$ cat src/rtl/atm_controller_gen_if.sv
// Card/keypad/amount request signals and registered ATM status outputs.
// The DUT attaches through the slave modport; a driver or bench uses master.
interface atm_controller_gen_if #(
    parameter int MONTO_W   = 32,
    parameter int BALANCE_W = 64
);
    logic                 tarjeta_recibida;
    logic                 tipo_trans;
    logic                 digito_stb;
    logic [3:0]           digito;
    logic                 monto_stb;
    logic [MONTO_W-1:0]   monto;
    logic                 balance_actualizado;
    logic                 entregar_dinero;
    logic                 pin_incorrecto;
    logic                 advertencia;
    logic                 bloqueo;
    logic                 fondos_insuficientes;
    logic [BALANCE_W-1:0] balance;

    modport slave (
        input  tarjeta_recibida, tipo_trans, digito_stb, digito, monto_stb, monto,
        output balance_actualizado, entregar_dinero, pin_incorrecto, advertencia,
        output bloqueo, fondos_insuficientes, balance
    );

    modport master (
        output tarjeta_recibida, tipo_trans, digito_stb, digito, monto_stb, monto,
        input  balance_actualizado, entregar_dinero, pin_incorrecto, advertencia,
        input  bloqueo, fondos_insuficientes, balance
    );
endinterface

$ cat src/rtl/atm_controller_gen.sv
// ATM session controller: PIN entry with lockout, deposit and withdrawal on one balance.
// Optional ATM_WITHDRAW_LIMIT_EN adds a per-transaction withdrawal cap (LIMITE_RETIRO).
module atm_controller_gen #(
    parameter int                       PIN_DIGITS    = 4,
    parameter logic [4*PIN_DIGITS-1:0]  PIN_CORRECTO  = 16'h4721,
    parameter int                       MAX_INTENTOS  = 3,
    parameter int                       BALANCE_W     = 64,
    parameter int                       MONTO_W       = 32,
    parameter logic [BALANCE_W-1:0]     INIT_BALANCE  = BALANCE_W'(4500),
    parameter logic [MONTO_W-1:0]       LIMITE_RETIRO = MONTO_W'(1000)
) (
    input  logic clk,
    input  logic rst,
    atm_controller_gen_if.slave bus
);
    typedef enum logic [2:0] {
        ESPERANDO_TARJETA,
        INGRESO_PIN,
        VERIFICAR_PIN,
        DEPOSITO,
        RETIRO,
        BLOQUEO
    } state_t;

    localparam int          PIN_W    = 4 * PIN_DIGITS;
    localparam logic [3:0]  LAST_DIG = 4'(PIN_DIGITS - 1);
    localparam logic [2:0]  WARN_AT  = 3'(MAX_INTENTOS - 1);
    localparam logic [2:0]  LOCK_AT  = 3'(MAX_INTENTOS);
`ifdef ATM_WITHDRAW_LIMIT_EN
    localparam bit          LIMIT_EN = 1'b1;
`else
    localparam bit          LIMIT_EN = 1'b0;
`endif

    state_t               state;
    logic [3:0]           dig_cnt;
    logic [PIN_W-1:0]     pin_reg;
    logic [2:0]           intento;
    logic                 tipo_r;
    logic [BALANCE_W-1:0] balance_r;
    logic                 ba_r, ed_r, pi_r, adv_r, blq_r, fi_r;

    logic [BALANCE_W-1:0] monto_ext;
    logic [BALANCE_W:0]   suma;
    logic [BALANCE_W-1:0] dep_val;
    logic                 sin_fondos;
    logic                 sobre_limite;
    logic [2:0]           intento_inc;
    logic [PIN_W-1:0]     pin_shift;
    logic                 dig_ok;

    assign monto_ext    = BALANCE_W'(bus.monto);
    assign suma         = {1'b0, balance_r} + {1'b0, monto_ext};
    assign dep_val      = suma[BALANCE_W] ? '1 : suma[BALANCE_W-1:0];
    assign sin_fondos   = monto_ext > balance_r;
    // Constant-false when the limit feature is compiled out, so only the balance check remains.
    assign sobre_limite = LIMIT_EN && (bus.monto > LIMITE_RETIRO);
    assign intento_inc  = intento + 3'd1;
    assign pin_shift    = (pin_reg << 4) | PIN_W'(bus.digito);
    assign dig_ok       = bus.digito_stb && (bus.digito <= 4'd9);

    always_ff @(posedge clk or negedge rst) begin
        if (!rst) begin
            state     <= ESPERANDO_TARJETA;
            dig_cnt   <= '0;
            pin_reg   <= '0;
            intento   <= '0;
            tipo_r    <= 1'b0;
            balance_r <= INIT_BALANCE;
            ba_r      <= 1'b0;
            ed_r      <= 1'b0;
            pi_r      <= 1'b0;
            adv_r     <= 1'b0;
            blq_r     <= 1'b0;
            fi_r      <= 1'b0;
        end else begin
            ba_r <= 1'b0;
            ed_r <= 1'b0;
            pi_r <= 1'b0;
            fi_r <= 1'b0;
            case (state)
                ESPERANDO_TARJETA: if (bus.tarjeta_recibida) begin
                    tipo_r  <= bus.tipo_trans;
                    dig_cnt <= '0;
                    pin_reg <= '0;
                    state   <= INGRESO_PIN;
                end
                INGRESO_PIN: if (dig_ok) begin
                    pin_reg <= pin_shift;
                    dig_cnt <= dig_cnt + 4'd1;
                    if (dig_cnt == LAST_DIG) state <= VERIFICAR_PIN;
                end
                VERIFICAR_PIN: begin
                    dig_cnt <= '0;
                    pin_reg <= '0;
                    if (pin_reg == PIN_CORRECTO) begin
                        intento <= '0;
                        adv_r   <= 1'b0;
                        state   <= tipo_r ? RETIRO : DEPOSITO;
                    end else begin
                        intento <= intento_inc;
                        pi_r    <= 1'b1;
                        if (intento_inc == WARN_AT) adv_r <= 1'b1;
                        if (intento_inc >= LOCK_AT) begin
                            blq_r <= 1'b1;
                            state <= BLOQUEO;
                        end else begin
                            state <= INGRESO_PIN;
                        end
                    end
                end
                DEPOSITO: if (bus.monto_stb) begin
                    balance_r <= dep_val;
                    ba_r      <= 1'b1;
                    state     <= ESPERANDO_TARJETA;
                end
                RETIRO: if (bus.monto_stb) begin
                    // Limit check wins over the balance check; both reject the same way.
                    if (sobre_limite || sin_fondos) begin
                        fi_r <= 1'b1;
                    end else begin
                        balance_r <= balance_r - monto_ext;
                        ed_r      <= 1'b1;
                        ba_r      <= 1'b1;
                        state     <= ESPERANDO_TARJETA;
                    end
                end
                BLOQUEO: blq_r <= 1'b1;
                default: state <= ESPERANDO_TARJETA;
            endcase
        end
    end

    assign bus.balance_actualizado  = ba_r;
    assign bus.entregar_dinero      = ed_r;
    assign bus.pin_incorrecto       = pi_r;
    assign bus.advertencia          = adv_r;
    assign bus.bloqueo              = blq_r;
    assign bus.fondos_insuficientes = fi_r;
    assign bus.balance              = balance_r;
endmodule
$ cat src/flat_wrapper.sv
// flat-port wrapper written by rule: the top's interface ports become plain ports
module atm_controller_gen_flat 
#(
    parameter int                       PIN_DIGITS    = 4,
    parameter logic [4*PIN_DIGITS-1:0]  PIN_CORRECTO  = 16'h4721,
    parameter int                       MAX_INTENTOS  = 3,
    parameter int                       BALANCE_W     = 64,
    parameter int                       MONTO_W       = 32,
    parameter logic [BALANCE_W-1:0]     INIT_BALANCE  = BALANCE_W'(4500),
    parameter logic [MONTO_W-1:0]       LIMITE_RETIRO = MONTO_W'(1000)
)
  (clk, rst, bus_tarjeta_recibida, bus_tipo_trans, bus_digito_stb, bus_digito, bus_monto_stb, bus_monto, bus_balance_actualizado, bus_entregar_dinero, bus_pin_incorrecto, bus_advertencia, bus_bloqueo, bus_fondos_insuficientes, bus_balance);
  atm_controller_gen_if #(.MONTO_W(MONTO_W), .BALANCE_W(BALANCE_W)) bus_i ();
  input  logic clk;
  input  logic rst;
  input wire logic [$bits(bus_i.tarjeta_recibida)-1:0] bus_tarjeta_recibida;
  input wire logic [$bits(bus_i.tipo_trans)-1:0] bus_tipo_trans;
  input wire logic [$bits(bus_i.digito_stb)-1:0] bus_digito_stb;
  input wire logic [$bits(bus_i.digito)-1:0] bus_digito;
  input wire logic [$bits(bus_i.monto_stb)-1:0] bus_monto_stb;
  input wire logic [$bits(bus_i.monto)-1:0] bus_monto;
  output wire logic [$bits(bus_i.balance_actualizado)-1:0] bus_balance_actualizado;
  output wire logic [$bits(bus_i.entregar_dinero)-1:0] bus_entregar_dinero;
  output wire logic [$bits(bus_i.pin_incorrecto)-1:0] bus_pin_incorrecto;
  output wire logic [$bits(bus_i.advertencia)-1:0] bus_advertencia;
  output wire logic [$bits(bus_i.bloqueo)-1:0] bus_bloqueo;
  output wire logic [$bits(bus_i.fondos_insuficientes)-1:0] bus_fondos_insuficientes;
  output wire logic [$bits(bus_i.balance)-1:0] bus_balance;
  assign bus_i.tarjeta_recibida = bus_tarjeta_recibida;
  assign bus_i.tipo_trans = bus_tipo_trans;
  assign bus_i.digito_stb = bus_digito_stb;
  assign bus_i.digito = bus_digito;
  assign bus_i.monto_stb = bus_monto_stb;
  assign bus_i.monto = bus_monto;
  assign bus_balance_actualizado = bus_i.balance_actualizado;
  assign bus_entregar_dinero = bus_i.entregar_dinero;
  assign bus_pin_incorrecto = bus_i.pin_incorrecto;
  assign bus_advertencia = bus_i.advertencia;
  assign bus_bloqueo = bus_i.bloqueo;
  assign bus_fondos_insuficientes = bus_i.fondos_insuficientes;
  assign bus_balance = bus_i.balance;
  atm_controller_gen #(.PIN_DIGITS(PIN_DIGITS), .PIN_CORRECTO(PIN_CORRECTO), .MAX_INTENTOS(MAX_INTENTOS), .BALANCE_W(BALANCE_W), .MONTO_W(MONTO_W), .INIT_BALANCE(INIT_BALANCE), .LIMITE_RETIRO(LIMITE_RETIRO)) u_core (.clk(clk), .rst(rst), .bus(bus_i));
endmodule
$ cat config.mk
export PLATFORM = sky130hd
export DESIGN_NAME = atm_controller_gen_flat
export DESIGN_NICKNAME = d
export VERILOG_FILES = /design/src/rtl/atm_controller_gen_if.sv /design/src/rtl/atm_controller_gen.sv /design/src/flat_wrapper.sv
export SDC_FILE = /design/constraint.sdc
export NUM_CORES = 1
export LEC_CHECK = 0
export CAP_MARGIN = 20
export CORE_ASPECT_RATIO = 2
export CORE_UTILIZATION = 45
export CTS_CLUSTER_SIZE = 20
export DETAILED_ROUTE_END_ITERATION = 12
export PLACE_DENSITY = 0.73
export SLEW_MARGIN = 10
export SYNTH_ARGS = -nofsm -noshare
export SYNTH_HDL_FRONTEND = slang
export SYNTH_SLANG_ARGS = --single-unit
$ cat constraint.sdc
create_clock -name clk -period 7.2 [get_ports clk]
set_input_delay 1.8 -clock clk [delete_from_list [all_inputs] [get_ports clk]]
set_output_delay 1.8 -clock clk [all_outputs]
set_load 0.05 [all_outputs]
# After elaboration in Yosys (flattened, before gate mapping)
# Cells that the tools add are included.
# totals
regBits	97
latchBits	0
mem_bits_rw	0
mem_bits_ro	0
inputBits	42
output_inout_bits	70
word_cells	86
n_memories	0
# classes
add_sub_neg	4
n_mul	0
div	0
order_cmp	3
eq_ne	16
shifts	0
muxes	37
bitwise_logic	2
n_reduce_logical	12
# op_table
cell	n
$mux 64	4
$pmux 64 s2	1
$add 64x32->65	1
$gt 32x64->1	1
$sub 64x32->64	1
$pmux 16 s3	1
$mux 16	2
$mux 3	10
$pmux 3 s6	1
$eq 16x15->1 const B	1
$or 16x4->16	1
$mux 1	13
$pmux 4 s3	1
$ne 2x2->1 const B	5
$eq 3x2->1 const B	3
$mux 4	2
$reduce_and 7->1	1
$eq 3x3->1 const B	2
$ne 2x1->1 const B	3
$reduce_and 3->1	2
$reduce_bool 2->1	3
$add 4x1->4 const B	1
$eq 4x2->1 const B	1
$le 4x4->1 const B	1
other kinds (10)	12

# Logic depth before layout (Yosys ltp)
# depth
ltp_word	5
ltp_mapped	15

# Worst setup path after synthesis
# OpenSTA, ideal clock, no wires.
# synth_path
kind	input port to flip-flop
startpoint	input port bus_monto[18]
endpoint	register u_core.balance_r[51] (netlist: u_core.bus.balance[51])
t_arrival_ns	4.531
required_time_ns	7.072
path_slack_ns	2.542
stages	14
path_cell_list	inv_1 ha_1 buf_4 nand2_1 or4_4 a2bb2oi_1 o211ai_2 a211oi_4 a31o_4 inv_6 o211ai_4 or3_1 o32ai_2 mux2_1
# synth_between
elab_chain_len	4
word_cells_on_any_way	10
cone_classes	add/sub: 2; order compare: 1; eq/ne: 1; mux: 5; reduce/logical: 1
# synth_rtl
item	line_no	text
start: declaration	flat_wrapper.sv:21	input wire logic [$bits(bus_i.monto)-1:0] bus_monto;
$sub 64x32->64 or $add 64x32->65 (tied branches)	atm_controller_gen.sv:122, atm_controller_gen.sv:53	
$mux 64 (on tied branches)	atm_controller_gen.sv:119, atm_controller_gen.sv:54	
$mux 64 (on tied branches)	atm_controller_gen.sv:117, atm_controller_gen.sv:112	
$pmux 64 s2	atm_controller_gen.sv:81	case (state)
end signal: assignment	atm_controller_gen.sv:113	balance_r <= dep_val;
end signal: assignment	atm_controller_gen.sv:122	balance_r <= balance_r - monto_ext;
end: declaration	atm_controller_gen.sv:40	logic [BALANCE_W-1:0] balance_r;
# Parallel ways exist; a longest one is shown, timed or not. The select of a mux whose other input is x is not followed.
# A chain may end at the register's enable or synchronous reset.

# Final worst setup path
# layout_path
startpoint	input port bus_monto[19]
endpoint	register u_core.balance_r[55] (netlist: u_core.bus.balance[55])
# The elaborated chain is that of the path after synthesis.

==> out/results.md <==
## Route
* **met3 wire len** 1215 um
* **initial drt markers** 460
* **total number of vias** 8833
* **average wire per cell in the routed design** 19.97 um
* **wire length reported by the detailed router** 28660 um
* **detailed-routing iteration count for the pre-antenna-repair pass** 5
* **DR vias/cell** 6.155
* **top metal layer carrying routed signals** met4
* **number of nets with antenna violations after detailed routing** 0
* **met2 layer wire length in the routed design** 15140 um
* **DRC violation count after routing** 0
* **total routed wire length on the met1 layer** 9999 um

## Setup path
* **CP Launch Type** input pin
* **delay contributed by the slowest stage of the critical path** 0.58 ns
* **Critical Path, Cell by Cell** clkdlybuf4s50_1 > inv_1 > ha_1 > nand2_1 > or4_4 > a2bb2oi_1 > o211ai_2 > a211oi_4 > a31o_4 > inv_6 > o211ai_4 > nor3_1 > a21oi_1 > mux2_2
* **reg2reg path depth** 12
* **reg-to-reg endpoint** u_core.bus.balance[55]
* **category of the critical setup timing path** in2reg
* **largest delay contributor family on the critical path** simple AND/OR/NAND/NOR gates
* **Crit path buffers/inverters** 3
* **internal reg-to-reg setup slack** 3.01 ns
* **CP Data Arrival Time** 5.97 ns
* **Crit Reg-Reg Startpoint** u_core.bus.balance[19]
* **critical path's slowest cell** sky130_fd_sc_hd__nor3_1
* **cell count along the critical path** 14
* **crit path capture type** register
* **maximum net fanout on the critical path** 69
* **required arrival time at the worst endpoint** 7.45 ns

## Logic synthesis
* **summed instance area of the synthesized netlist** 0.008721 mm^2
* **cell count after synthesis** 1103
* **synthesized net count** 1215
* **flip-flop and latch count after synthesis** 97
* **count of unique library cells instantiated by Yosys** 83
* **yosys synthesis warning count** 0
* **Syn Area/Cell** 7.906 um^2
* **number of flops mapped to enable cells by yosys** 0
* **Post-synth top flop** sky130_fd_sc_hd__dfrtp_1
* **Post-synth ARST share** 1.000
* **sequential-to-total area share from yosys stat** 0.2791

## STA
* **worst rel slew slack** 0.4418
* **Fin Hold WS** 0.4724 ns
* **number of setup violations in the final report** 0
* **slew of the pin with the lowest slew margin** 0.8374 ns
* **largest clock skew in the final design** 0.01044 ns
* **number of endpoints with negative hold slack in the final report** 0
* **sum of negative setup slack** 0 ns
* **Final Cycle Share** 0.7938
* **RSZ-0062 raised after global routing** no
* **Max Transition Viols Final** 0
* **post-route minimum period** 5.715 ns
* **Highest Clock Rate** 0.1750 GHz

## Clock network
* **clock buffers created by TritonCTS** 9
* **clock insertion delay at the later pin of the skew report** 0.38 ns
* **number of buffers added for setup after CTS** 0
* **buffer levels on the longest clock path** 2
* **CTS tree** built
* **post-cts resize count** 0
* **total of hold buffers inserted after clock tree synthesis** 0
* **root cell of the clock tree** sky130_fd_sc_hd__clkbuf_16
* **H-tree levels** 3
* **clock sinks** 97
* **clock transition at the registers of the reported paths** 0.07 ns

## Final layout
* **leading cell type in the layout, fill and taps excluded** sky130_fd_sc_hd__nor2_1
* **sequential cell area in the final layout** 0.002434 mm^2
* **Largest register FFs** 64
* **share of post-route cells with drive strength above 1** 0.06112
* **combined area of the multi-input logic cells** 0.005793 mm^2
* **final-stage net count** 1285
* **Filler Cells Inserted** 1867
* **commonest cells after routing, fill and taps aside** sky130_fd_sc_hd__nor2_1 (116), sky130_fd_sc_hd__clkdlybuf4s50_1 (110), sky130_fd_sc_hd__a21oi_1 (100), sky130_fd_sc_hd__nand2_1 (100), sky130_fd_sc_hd__dfrtp_1 (92)
* **Area growth syn-to-layout** 17.72%

## Global routing
* **total routing usage reported by global routing** 0.2972
* **largest net degree at the start of global routing** 70
* **wire length of the first global-routing pass** 45670 um
* **Overflow after GRT** 0
* **number of global-route vias before repair** 8866
* **initial antenna violation count** 1

## Pwr
* **power per unit of standard cell area** 464.9 mW/mm^2
* **cell leakage power** 0.004268 uW
* **highest ir drop seen on vdd** 241.7 uV

## Min path
* **Hold Path Origin** u_core.bus.bloqueo
* **Min-Delay Path Depth** 1
* **end point of the worst hold path** u_core.bus.bloqueo
* **worst hold-check path type** reg2reg

## Flow run
* **Max-cap violations** 0

## Placed design
* **count of input and output buffers** 111
* **routability-driven placement congestion ratio** 0.9512
* **post-detail-place hpwl** 21860 um

## Floorplanning
* **initial standard-cell utilization of the core** 0.4609
* **die area** 0.01997 mm^2
* **io pins** 112
* **DIE WIDTH** 100.4 um
* **placement row count** 71
* **placeable core region** 0.01892 mm^2
* **overall die height** 198.9 um

## Status
* **run status** completed

-- worst max-delay path by stage --
| stage | end | startpoint | slack (ns) |
|---|---|---|---|
| after floorplan | u_core.bus.balance[51] | bus_monto[18] | 2.54 |
| after global placement | u_core.bus.balance[61] | bus_monto[19] | 1.24 |
| after detailed placement | u_core.bus.balance[61] | bus_monto[19] | 1.14 |
| after CTS | u_core.bus.balance[61] | bus_monto[19] | 1.53 |
| after global routing | u_core.bus.balance[59] | bus_monto[19] | 1.15 |
| final | u_core.bus.balance[55] | bus_monto[19] | 1.49 |
-- metrics by stage --
stage	worst slack, ns	cell area (um^2)	total power, uW	util	std cells
after detailed placement	1.143	9963	4230	0.5265	1416
after global routing	1.155	10260	5086	0.5424	1434
after CTS	1.529	10250	4743	0.5419	1432
after global placement	1.239	9963	4209	0.5265	1416
final	1.485	10270	4773	0.5426	1435
after floorplan	2.542	8721	3302	-	1103
-- layout make-up --
cell class              count  area share
clock buffers               9     0.02194
diodes                      2   0.0004875
clock inverters             7    0.006338
well taps                 255     0.03108
multi-input cells         880      0.5643
inverters                  65     0.02425
flip-flops and latches     97      0.2371
repair buffers            120      0.1146
-- routing by layer --
metal,track usage,vias up
met2,0.5345,318
met3,0.04638,123
met4,0.2351,0
met1,0.2987,4201
met5,0,-
li1,-,4191
-- power by group --
group	switching, uW	internal (uW)	leakage (uW)	total (uW)
combinational	2120	1140	0.00291	3260
sequential	282	744	0.00123	1030
clock	247	241	0.000137	488
-- cell usage after synthesis (4+ instances only) --
| library cell | count | area (um^2) |
|---|---|---|
| sky130_fd_sc_hd__nor2_1 | 116 | 435.4 |
| sky130_fd_sc_hd__a21oi_1 | 100 | 500.5 |
| sky130_fd_sc_hd__nand2_1 | 100 | 375.4 |
| sky130_fd_sc_hd__dfrtp_1 | 92 | 2302 |
| sky130_fd_sc_hd__ha_1 | 68 | 850.8 |
| sky130_fd_sc_hd__o21ai_0 | 67 | 335.3 |
| sky130_fd_sc_hd__inv_1 | 64 | 240.2 |
| sky130_fd_sc_hd__clkbuf_1 | 47 | 176.4 |
| sky130_fd_sc_hd__a31oi_1 | 30 | 187.7 |
| sky130_fd_sc_hd__nor3_1 | 30 | 150.1 |
| sky130_fd_sc_hd__nand3_1 | 29 | 145.1 |
| sky130_fd_sc_hd__xnor2_1 | 25 | 219.0 |
| sky130_fd_sc_hd__nor4_1 | 22 | 137.6 |
| sky130_fd_sc_hd__mux2_2 | 20 | 225.2 |
| sky130_fd_sc_hd__o31ai_1 | 18 | 135.1 |
| sky130_fd_sc_hd__a22o_1 | 17 | 148.9 |
| sky130_fd_sc_hd__nand4_1 | 17 | 106.4 |
| sky130_fd_sc_hd__nor2b_1 | 13 | 81.33 |
| sky130_fd_sc_hd__o21a_1 | 13 | 97.59 |
| sky130_fd_sc_hd__nand2b_1 | 11 | 68.82 |
| sky130_fd_sc_hd__buf_2 | 10 | 50.05 |
| sky130_fd_sc_hd__or4_1 | 10 | 75.07 |
| sky130_fd_sc_hd__a21o_1 | 9 | 67.56 |
| sky130_fd_sc_hd__and3_1 | 9 | 56.30 |
| sky130_fd_sc_hd__a211oi_1 | 8 | 60.06 |
| sky130_fd_sc_hd__and4_1 | 8 | 70.07 |
| sky130_fd_sc_hd__o21bai_1 | 8 | 60.06 |
| sky130_fd_sc_hd__o22ai_1 | 8 | 50.05 |
| sky130_fd_sc_hd__or3_1 | 8 | 50.05 |
| sky130_fd_sc_hd__and2_1 | 6 | 37.54 |
| sky130_fd_sc_hd__nor4b_1 | 6 | 52.55 |
| sky130_fd_sc_hd__o311ai_0 | 6 | 52.55 |
| sky130_fd_sc_hd__a211o_1 | 5 | 43.79 |
| sky130_fd_sc_hd__dfstp_2 | 5 | 131.4 |
| sky130_fd_sc_hd__nand3b_1 | 5 | 37.54 |
| sky130_fd_sc_hd__o31a_1 | 5 | 43.79 |
| sky130_fd_sc_hd__xor2_1 | 5 | 43.79 |
| sky130_fd_sc_hd__a221o_1 | 4 | 40.04 |
| sky130_fd_sc_hd__a221oi_1 | 4 | 35.03 |
| sky130_fd_sc_hd__mux2i_1 | 4 | 40.04 |
| sky130_fd_sc_hd__o32ai_1 | 4 | 35.03 |
| sky130_fd_sc_hd__or2_2 | 4 | 25.02 |
-- kinds of logic (layout without fill, tap and decap cells) --
kind of cell	Yosys count	in the layout	share of synthesized area
compound gates	347	347	0.2640
xor+xnor	30	30	0.03013
fa+ha+maj	70	70	0.1022
buf+inv	126	201	0.05710
flops	97	97	0.2791
mux	27	27	0.03429
other cells	0	2	0
simple gates	406	406	0.2333
Note: power is estimated with default switching activity, not from simulation.
